## src/rtl/ram_arbiter_pkg.sv

```systemverilog
// ---------------------------------------------------------------------------
// ram_arbiter_pkg
// Shared definitions for the two-port ram arbiter: sequencer state encodings
// (3-bit, fixed values so the ram-side bench can decode them) and default
// ram geometry.
// ---------------------------------------------------------------------------
package ram_arbiter_pkg;

  localparam int ADDR_W_DEF = 4;  // 16 words
  localparam int DATA_W_DEF = 4;

  typedef enum logic [2:0] {
    ST_IDLE   = 3'd0,
    ST_ISSUE  = 3'd1,
    ST_RDWAIT = 3'd2,
    ST_DONE   = 3'd3,
    ST_INIT   = 3'd4
  } state_e;

endpackage

```

## src/rtl/ram_arbiter_if.sv

```systemverilog
// ---------------------------------------------------------------------------
// ram_arbiter_if
// Bundles the two requester handshakes and the ram pin group.
//   slave  : arbiter view (takes requests and ram_q, drives acks/ram pins)
//   master : environment view (requesters plus the ram itself)
// Requester side : req0/1, we0/1, addr0/1, wdata0/1 -> ack0/1, rdata0/1
// Ram side       : ram_wr, ram_rd, ram_addr, ram_data -> ram_q
// Status         : busy
// ---------------------------------------------------------------------------
interface ram_arbiter_if
  import ram_arbiter_pkg::*;
#(
  parameter int ADDR_W = ADDR_W_DEF,
  parameter int DATA_W = DATA_W_DEF
);

  logic              req0;
  logic              req1;
  logic              we0;
  logic              we1;
  logic [ADDR_W-1:0] addr0;
  logic [ADDR_W-1:0] addr1;
  logic [DATA_W-1:0] wdata0;
  logic [DATA_W-1:0] wdata1;
  logic              ack0;
  logic              ack1;
  logic [DATA_W-1:0] rdata0;
  logic [DATA_W-1:0] rdata1;
  logic              ram_wr;
  logic              ram_rd;
  logic [ADDR_W-1:0] ram_addr;
  logic [DATA_W-1:0] ram_data;
  logic [DATA_W-1:0] ram_q;
  logic              busy;

  modport slave (
    input  req0, req1, we0, we1, addr0, addr1, wdata0, wdata1, ram_q,
    output ack0, ack1, rdata0, rdata1, ram_wr, ram_rd, ram_addr, ram_data, busy
  );

  modport master (
    output req0, req1, we0, we1, addr0, addr1, wdata0, wdata1, ram_q,
    input  ack0, ack1, rdata0, rdata1, ram_wr, ram_rd, ram_addr, ram_data, busy
  );

endinterface

```

## src/rtl/ram_arbiter_rr_arb2.sv

```systemverilog
// ---------------------------------------------------------------------------
// rr_arb2
// Combinational two-way round-robin grant. The last_grant history register
// lives in the caller.
//   req0_i, req1_i : pending requests
//   last_grant_i   : port granted most recently
//   valid_o        : at least one request pending
//   grant_o        : port to serve (meaningful only when valid_o)
// ---------------------------------------------------------------------------
module rr_arb2 (
  input  logic req0_i,
  input  logic req1_i,
  input  logic last_grant_i,
  output logic valid_o,
  output logic grant_o
);

  assign valid_o = req0_i | req1_i;

  // On a tie the port not served last wins; otherwise the lone requester.
  assign grant_o = (req0_i & req1_i) ? ~last_grant_i : req1_i;

endmodule

```

## src/rtl/ram_arbiter.sv

```systemverilog
// ---------------------------------------------------------------------------
// ram_arbiter
// Round-robin arbiter and sequencer in front of a synchronous single-port
// ram. One transaction at a time: IDLE -> ISSUE -> (RDWAIT) -> DONE -> IDLE.
// All ram pins are registered; read data is captured from the ram's
// registered output and returned with a one-cycle ack on the granted port.
//   clk   : system clock, posedge
//   reset : synchronous, active-high
//   bus   : ram_arbiter_if.slave (requester handshakes + ram pins + busy)
// Optional build macro RAM_ARB_INIT_EN: after reset, an INIT sweep writes 0
// to every ram word (one per cycle) before the first request is served.
// ---------------------------------------------------------------------------
module ram_arbiter
  import ram_arbiter_pkg::*;
#(
  parameter int ADDR_W = ADDR_W_DEF,
  parameter int DATA_W = DATA_W_DEF
) (
  input logic          clk,
  input logic          reset,
  ram_arbiter_if.slave bus
);

`ifdef RAM_ARB_INIT_EN
  localparam state_e             RESET_STATE = ST_INIT;
  localparam logic               RESET_WR    = 1'b1;
  localparam logic [ADDR_W-1:0]  ADDR_LAST   = '1;
`else
  localparam state_e             RESET_STATE = ST_IDLE;
  localparam logic               RESET_WR    = 1'b0;
`endif

  state_e            state_q, state_d;
  logic              last_grant_q;  // also identifies the port being served
  logic              ram_wr_q;
  logic              ram_rd_q;
  logic [ADDR_W-1:0] ram_addr_q;
  logic [DATA_W-1:0] ram_data_q;

  logic              arb_valid;
  logic              arb_grant;
  logic              sel_we;
  logic [ADDR_W-1:0] sel_addr;
  logic [DATA_W-1:0] sel_wdata;

  logic [1:0]        ack_w;
  logic              busy_w;
  logic [DATA_W-1:0] rdata_w [2];

  rr_arb2 u_rr_arb2 (
    .req0_i       (bus.req0),
    .req1_i       (bus.req1),
    .last_grant_i (last_grant_q),
    .valid_o      (arb_valid),
    .grant_o      (arb_grant)
  );

  // Request fields are sampled only at grant, so late changes before the
  // grant are honoured.
  assign sel_we    = arb_grant ? bus.we1    : bus.we0;
  assign sel_addr  = arb_grant ? bus.addr1  : bus.addr0;
  assign sel_wdata = arb_grant ? bus.wdata1 : bus.wdata0;

  // ---------------- state register ----------------
  always_ff @(posedge clk) begin
    if (reset) begin
      state_q <= RESET_STATE;
    end else begin
      state_q <= state_d;
    end
  end

  // ---------------- next-state logic ----------------
  always_comb begin
    state_d = state_q;
    case (state_q)
      ST_IDLE:   if (arb_valid) state_d = ST_ISSUE;
      // ram_wr_q still reflects the issued operation during ISSUE.
      ST_ISSUE:  state_d = ram_wr_q ? ST_DONE : ST_RDWAIT;
      ST_RDWAIT: state_d = ST_DONE;
      ST_DONE:   state_d = ST_IDLE;
`ifdef RAM_ARB_INIT_EN
      ST_INIT:   if (ram_addr_q == ADDR_LAST) state_d = ST_IDLE;
`else
      ST_INIT:   state_d = ST_IDLE;
`endif
      default:   state_d = ST_IDLE;
    endcase
  end

  // ---------------- ram pin and grant registers ----------------
  always_ff @(posedge clk) begin
    if (reset) begin
      last_grant_q <= 1'b1;  // port 0 wins the first tie
      ram_wr_q     <= RESET_WR;
      ram_rd_q     <= 1'b0;
      ram_addr_q   <= '0;
      ram_data_q   <= '0;
    end else begin
      case (state_q)
        ST_IDLE: begin
          if (arb_valid) begin
            last_grant_q <= arb_grant;
            ram_addr_q   <= sel_addr;
            ram_data_q   <= sel_wdata;
            ram_wr_q     <= sel_we;
            ram_rd_q     <= ~sel_we;
          end
        end
        ST_ISSUE: begin
          // Strobes last exactly one cycle; address/data keep their value.
          ram_wr_q <= 1'b0;
          ram_rd_q <= 1'b0;
        end
        ST_INIT: begin
`ifdef RAM_ARB_INIT_EN
          if (ram_addr_q == ADDR_LAST) begin
            ram_wr_q <= 1'b0;
          end else begin
            ram_addr_q <= ram_addr_q + 1'b1;
          end
`else
          ram_wr_q <= 1'b0;
`endif
        end
        default: ;
      endcase
    end
  end

  // ---------------- per-port read data capture ----------------
  // ram_q is only trusted in RDWAIT; the ram floats it after writes.
  for (genvar gi = 0; gi < 2; gi++) begin : g_port
    logic [DATA_W-1:0] rdata_q;
    always_ff @(posedge clk) begin
      if (reset) begin
        rdata_q <= '0;
      end else if (state_q == ST_RDWAIT && last_grant_q == 1'(gi)) begin
        rdata_q <= bus.ram_q;
      end
    end
    assign rdata_w[gi] = rdata_q;
  end

  // ---------------- output logic ----------------
  always_comb begin
    ack_w  = 2'b00;
    busy_w = 1'b1;
    if (state_q == ST_IDLE) busy_w = 1'b0;
    if (state_q == ST_DONE) ack_w[last_grant_q] = 1'b1;
  end

  assign bus.ack0     = ack_w[0];
  assign bus.ack1     = ack_w[1];
  assign bus.rdata0   = rdata_w[0];
  assign bus.rdata1   = rdata_w[1];
  assign bus.busy     = busy_w;
  assign bus.ram_wr   = ram_wr_q;
  assign bus.ram_rd   = ram_rd_q;
  assign bus.ram_addr = ram_addr_q;
  assign bus.ram_data = ram_data_q;

endmodule

```

## src/flat_wrapper.sv

```systemverilog
// flat-port wrapper written by rule: the top's interface ports become plain ports
module ram_arbiter_flat import ram_arbiter_pkg::*;
#(
  parameter int ADDR_W = ADDR_W_DEF,
  parameter int DATA_W = DATA_W_DEF
)
  (clk, reset, bus_req0, bus_req1, bus_we0, bus_we1, bus_addr0, bus_addr1, bus_wdata0, bus_wdata1, bus_ram_q, bus_ack0, bus_ack1, bus_rdata0, bus_rdata1, bus_ram_wr, bus_ram_rd, bus_ram_addr, bus_ram_data, bus_busy);
  ram_arbiter_if #(.ADDR_W(ADDR_W), .DATA_W(DATA_W)) bus_i ();
  input logic clk;
  input logic reset;
  input wire logic [$bits(bus_i.req0)-1:0] bus_req0;
  input wire logic [$bits(bus_i.req1)-1:0] bus_req1;
  input wire logic [$bits(bus_i.we0)-1:0] bus_we0;
  input wire logic [$bits(bus_i.we1)-1:0] bus_we1;
  input wire logic [$bits(bus_i.addr0)-1:0] bus_addr0;
  input wire logic [$bits(bus_i.addr1)-1:0] bus_addr1;
  input wire logic [$bits(bus_i.wdata0)-1:0] bus_wdata0;
  input wire logic [$bits(bus_i.wdata1)-1:0] bus_wdata1;
  input wire logic [$bits(bus_i.ram_q)-1:0] bus_ram_q;
  output wire logic [$bits(bus_i.ack0)-1:0] bus_ack0;
  output wire logic [$bits(bus_i.ack1)-1:0] bus_ack1;
  output wire logic [$bits(bus_i.rdata0)-1:0] bus_rdata0;
  output wire logic [$bits(bus_i.rdata1)-1:0] bus_rdata1;
  output wire logic [$bits(bus_i.ram_wr)-1:0] bus_ram_wr;
  output wire logic [$bits(bus_i.ram_rd)-1:0] bus_ram_rd;
  output wire logic [$bits(bus_i.ram_addr)-1:0] bus_ram_addr;
  output wire logic [$bits(bus_i.ram_data)-1:0] bus_ram_data;
  output wire logic [$bits(bus_i.busy)-1:0] bus_busy;
  assign bus_i.req0 = bus_req0;
  assign bus_i.req1 = bus_req1;
  assign bus_i.we0 = bus_we0;
  assign bus_i.we1 = bus_we1;
  assign bus_i.addr0 = bus_addr0;
  assign bus_i.addr1 = bus_addr1;
  assign bus_i.wdata0 = bus_wdata0;
  assign bus_i.wdata1 = bus_wdata1;
  assign bus_i.ram_q = bus_ram_q;
  assign bus_ack0 = bus_i.ack0;
  assign bus_ack1 = bus_i.ack1;
  assign bus_rdata0 = bus_i.rdata0;
  assign bus_rdata1 = bus_i.rdata1;
  assign bus_ram_wr = bus_i.ram_wr;
  assign bus_ram_rd = bus_i.ram_rd;
  assign bus_ram_addr = bus_i.ram_addr;
  assign bus_ram_data = bus_i.ram_data;
  assign bus_busy = bus_i.busy;
  ram_arbiter #(.ADDR_W(ADDR_W), .DATA_W(DATA_W)) u_core (.clk(clk), .reset(reset), .bus(bus_i));
endmodule
```

## config.mk

```make
export PLATFORM = sky130hd
export DESIGN_NAME = ram_arbiter_flat
export DESIGN_NICKNAME = d
export VERILOG_FILES = /design/src/rtl/ram_arbiter_pkg.sv /design/src/rtl/ram_arbiter_if.sv /design/src/rtl/ram_arbiter_rr_arb2.sv /design/src/rtl/ram_arbiter.sv /design/src/flat_wrapper.sv
export SDC_FILE = /design/constraint.sdc
export NUM_CORES = 1
export LEC_CHECK = 0
export ABC_CLOCK_PERIOD_IN_PS = 2200
export CAP_MARGIN = 20
export CORE_UTILIZATION = 44
export CTS_BUF_LIST = sky130_fd_sc_hd__clkbuf_2
export CTS_CLUSTER_SIZE = 25
export DETAILED_ROUTE_END_ITERATION = 12
export PLACE_DENSITY = 0.88
export REMOVE_ABC_BUFFERS = 1
export SLEW_MARGIN = 40
export SYNTH_ARGS = -nofsm -noshare
export SYNTH_HDL_FRONTEND = slang
export SYNTH_SLANG_ARGS = --single-unit
```

## constraint.sdc

```tcl
create_clock -name clk -period 2.2 [get_ports clk]
set_input_delay 0.66 -clock clk [delete_from_list [all_inputs] [get_ports clk]]
set_output_delay 0.66 -clock clk [all_outputs]
set_load 0.01 [all_outputs]
```

==> metrics <==
run status=finished, final reports clean; PnR worst setup slack=0.1606 ns; die height=48.43 um; total CTS buffers=3; GR Util All Layers=0.2076; worst path arrival time=1.38 ns; Clk Latency, worst-skew pair=0.31 ns; io pins=47; Critical Setup Path Class=register to primary output; r2r endpoint=u_core.state_q[0]$_SDFFE_PP0P_; VDD IR max=0.0006175 V; post-synth top area cell=dfxtp_1; Startpoint Class=register; CTS Root Buffer Type=clkbuf_2; hold path depth=2; total wire length=2.220 mm; non-filler cells, final=186; post-route ant nets=0; antenna diode instance count=0; ranking of synthesized cells by area=dfxtp_1 44%, mux2i_1 11%, a21oi_1 7.9%; area of the multi-input gates=around 500 um2; setup violators final=0; CTS H-tree depth=1; reg2reg start=u_core.state_q[0]$_SDFFE_PP0P_; crit share post-route=0.9270; Core ar.=about 2000 um2; Critical Path Fanout Max=3; setup_tns=0 ns; RSZ-0062 raised after global routing=false; worst-margin pin slew=roughly 0.36 ns; number of slew-limit violations in the final report=0; fill cell count=150; static leakage=0.6090 nW; Core Rows=16; first-pass GRT wire length=3.829 mm; DR vias/cell=between 5 and 6; worst-path cell chain=buf_4, inv_1, ha_1, inv_1, dlygate4sd2_1; max frequency=a little under 0.5 GHz; share of the synthesized area in the top cell type=0.4433; synthesis-stage register bit count=21; most common cell in the synthesized netlist=dfxtp_1; Iteration-0 DRC Markers=6; critical path's slowest cell=dfxtp_2; remaining global-route overflow=0; pin count of the biggest net entering global routing=19; CP max stage delay=0.36 ns; most frequent CP cell=inv_1; Primary FF master, synth=dfxtp_1; Hold Fails Final Rpt=0; Max Cap Violations=0; initial antenna violation count=0; Yosys cell types=26; pwr dens=about 930 nW/um2; Mapped Cells=106; First-pass DRT Iterations=3; worst slack at placement=0.1435 ns; hold path startpoint=u_core.bus.rdata0[0]$_SDFFE_PP0P_; CP required=between 1.5 and 2 ns; Longest Clk Path Bufs=2; Ys Warns=0; Synth top cells by count=21 x dfxtp_1, 15 x a21oi_1, 15 x nand2_1; Syn Area/Cell=8.947 um2; WL per Instance=11.94 um; Hold WC Path Type=register to register; clock skew=0.001360 ns; dpl cells=179; Clock transition at path regs=0.19 ns; register area share after synthesis=0.4433; reg2reg setup slack=between 0.5 and 0.6 ns; Worst Hold Path EP=u_core.bus.rdata0[0]$_SDFFE_PP0P_; post-synthesis cell area=948.4 um2; post-route minimum period=2.039 ns; total number of vias=931; nets=190; register area=424.2 um2; PortBufs=46; P&R area growth vs syn=57.26%; crit path capture type=primary output; Detailed Place HPWL=1.728 mm; Die Wd=48.43 um; vias in the first global route=about 950; Reg2Reg Depth=7; Die ar.=2345 um2; layout cell share with drive strength beyond 1=0.1069; routability cong.=around 0.74; Post-synth EDFFs=0; CTS sink count=21; Initial Util=0.4738; Post-synth ARST share=0; CTS tree=done; DRC=0; Rel. slew slack=0.7619
-- cell type report --
type	count	share of cell area
timing repair buffer	53	0.3440
multi-input combinational	77	0.3255
sequential	21	0.2844
tap	27	0.02265
clock buffer	4	0.01342
inverter	4	0.01007
-- cell families after synthesis --
group / Yosys count / share of synthesized area
buf+inv: 8 / 0.04484
compound gates: 31 / 0.1966
mux: 10 / 0.1055
simple gates: 32 / 0.1570
fa+ha+maj: 4 / 0.05277
flops: 21 / 0.4433
-- placed cells by master (no fill, tap or decap) --
master,netlist,final
a211oi_1,4,4
a21boi_2,1,1
a21oi_1,15,15
a31o_1,1,1
and2_1,1,1
and3_1,1,1
buf_4,1,7
clkbuf_2,0,4
clkdlybuf4s50_1,0,43
dfxtp_1,21,18
dfxtp_2,0,3
dlygate4sd2_1,0,2
dlymetal6s2s_1,0,1
ha_1,4,4
inv_1,4,4
mux2i_1,10,10
nand2_1,15,15
nand2b_1,1,1
nand3_1,4,4
nor2_1,6,6
nor2b_1,2,2
nor3b_2,1,1
o211a_1,1,1
o211ai_1,1,1
o21a_2,1,1
o21ai_0,6,6
o21ai_1,1,1
or3_1,1,1
-- registers in the layout, summed over array words and instances, names as in the netlist --
register             count
u_core.bus.ram_addr      4
u_core.bus.ram_rd        1
u_core.state_q           2
u_core.bus.ram_data      4
u_core.bus.rdata0        4
u_core.bus.rdata1        4
u_core.last_grant_q      1
u_core.bus.ram_wr        1
-- stage by stage --
stage               total power, W  utilization  instance area [um2]  hold slack [ns]
floorplan                0.0008690            -                920.9           0.4598
global placement          0.001183       0.7219                 1445           0.4428
detailed placement        0.001207       0.7219                 1445           0.4461
CTS                       0.001394       0.7438                 1489           0.4680
global route              0.001487       0.7450                 1491           0.4939
finish                    0.001386       0.7450                 1491           0.4660
-- worst max path at each step --
stage | startpoint | to | slack, ns | depth (start not counted)
floorplan | bus_req1 | u_core.bus.ram_rd$_SDFFE_PP0P_ | 0.62 | 3
global placement | bus_req1 | u_core.bus.ram_data[3]$_SDFFE_PP0P_ | 0.18 | 5
detailed placement | bus_req1 | u_core.bus.ram_data[3]$_SDFFE_PP0P_ | 0.14 | 5
CTS | u_core.state_q[0]$_SDFFE_PP0P_ | bus_ack0 | 0.01 | 3
global route | u_core.state_q[0]$_SDFFE_PP0P_ | bus_busy | 0.04 | 5
finish | u_core.state_q[0]$_SDFFE_PP0P_ | bus_busy | 0.16 | 5
-- report_power, final --
part | internal, W | switching (W) | leakage (nW)
logic | 0.000365 | 0.000295 | 0.420
clock network | 0.0000482 | 0.000112 | 0.0166
registers | 0.000492 | 0.0000735 | 0.173
total | 0.000905 | 0.000481 | 0.609
-- critical path: cells and delay by family (launching register included) --
kind,cells,cell delay [ns]
flops,1,0.36
fa+ha+maj,1,0.18
buf+inv,4,0.52
-- metal layers --
metal	vias up	track usage	share of wire
li1	479	-	-
met1	413	0.2224	0.43
met2	37	0.4061	0.49
met3	2	0.04088	0.068
met4	0	0.05882	0.0068
met5	-	0	0
-- repair_timing --
action,4_1_cts,5_1_grt
resized for setup,5,1
hold buffers,0,0
setup endpoints to repair,3,1
buffers inserted,3,0
(Power assumes the default switching activity.)
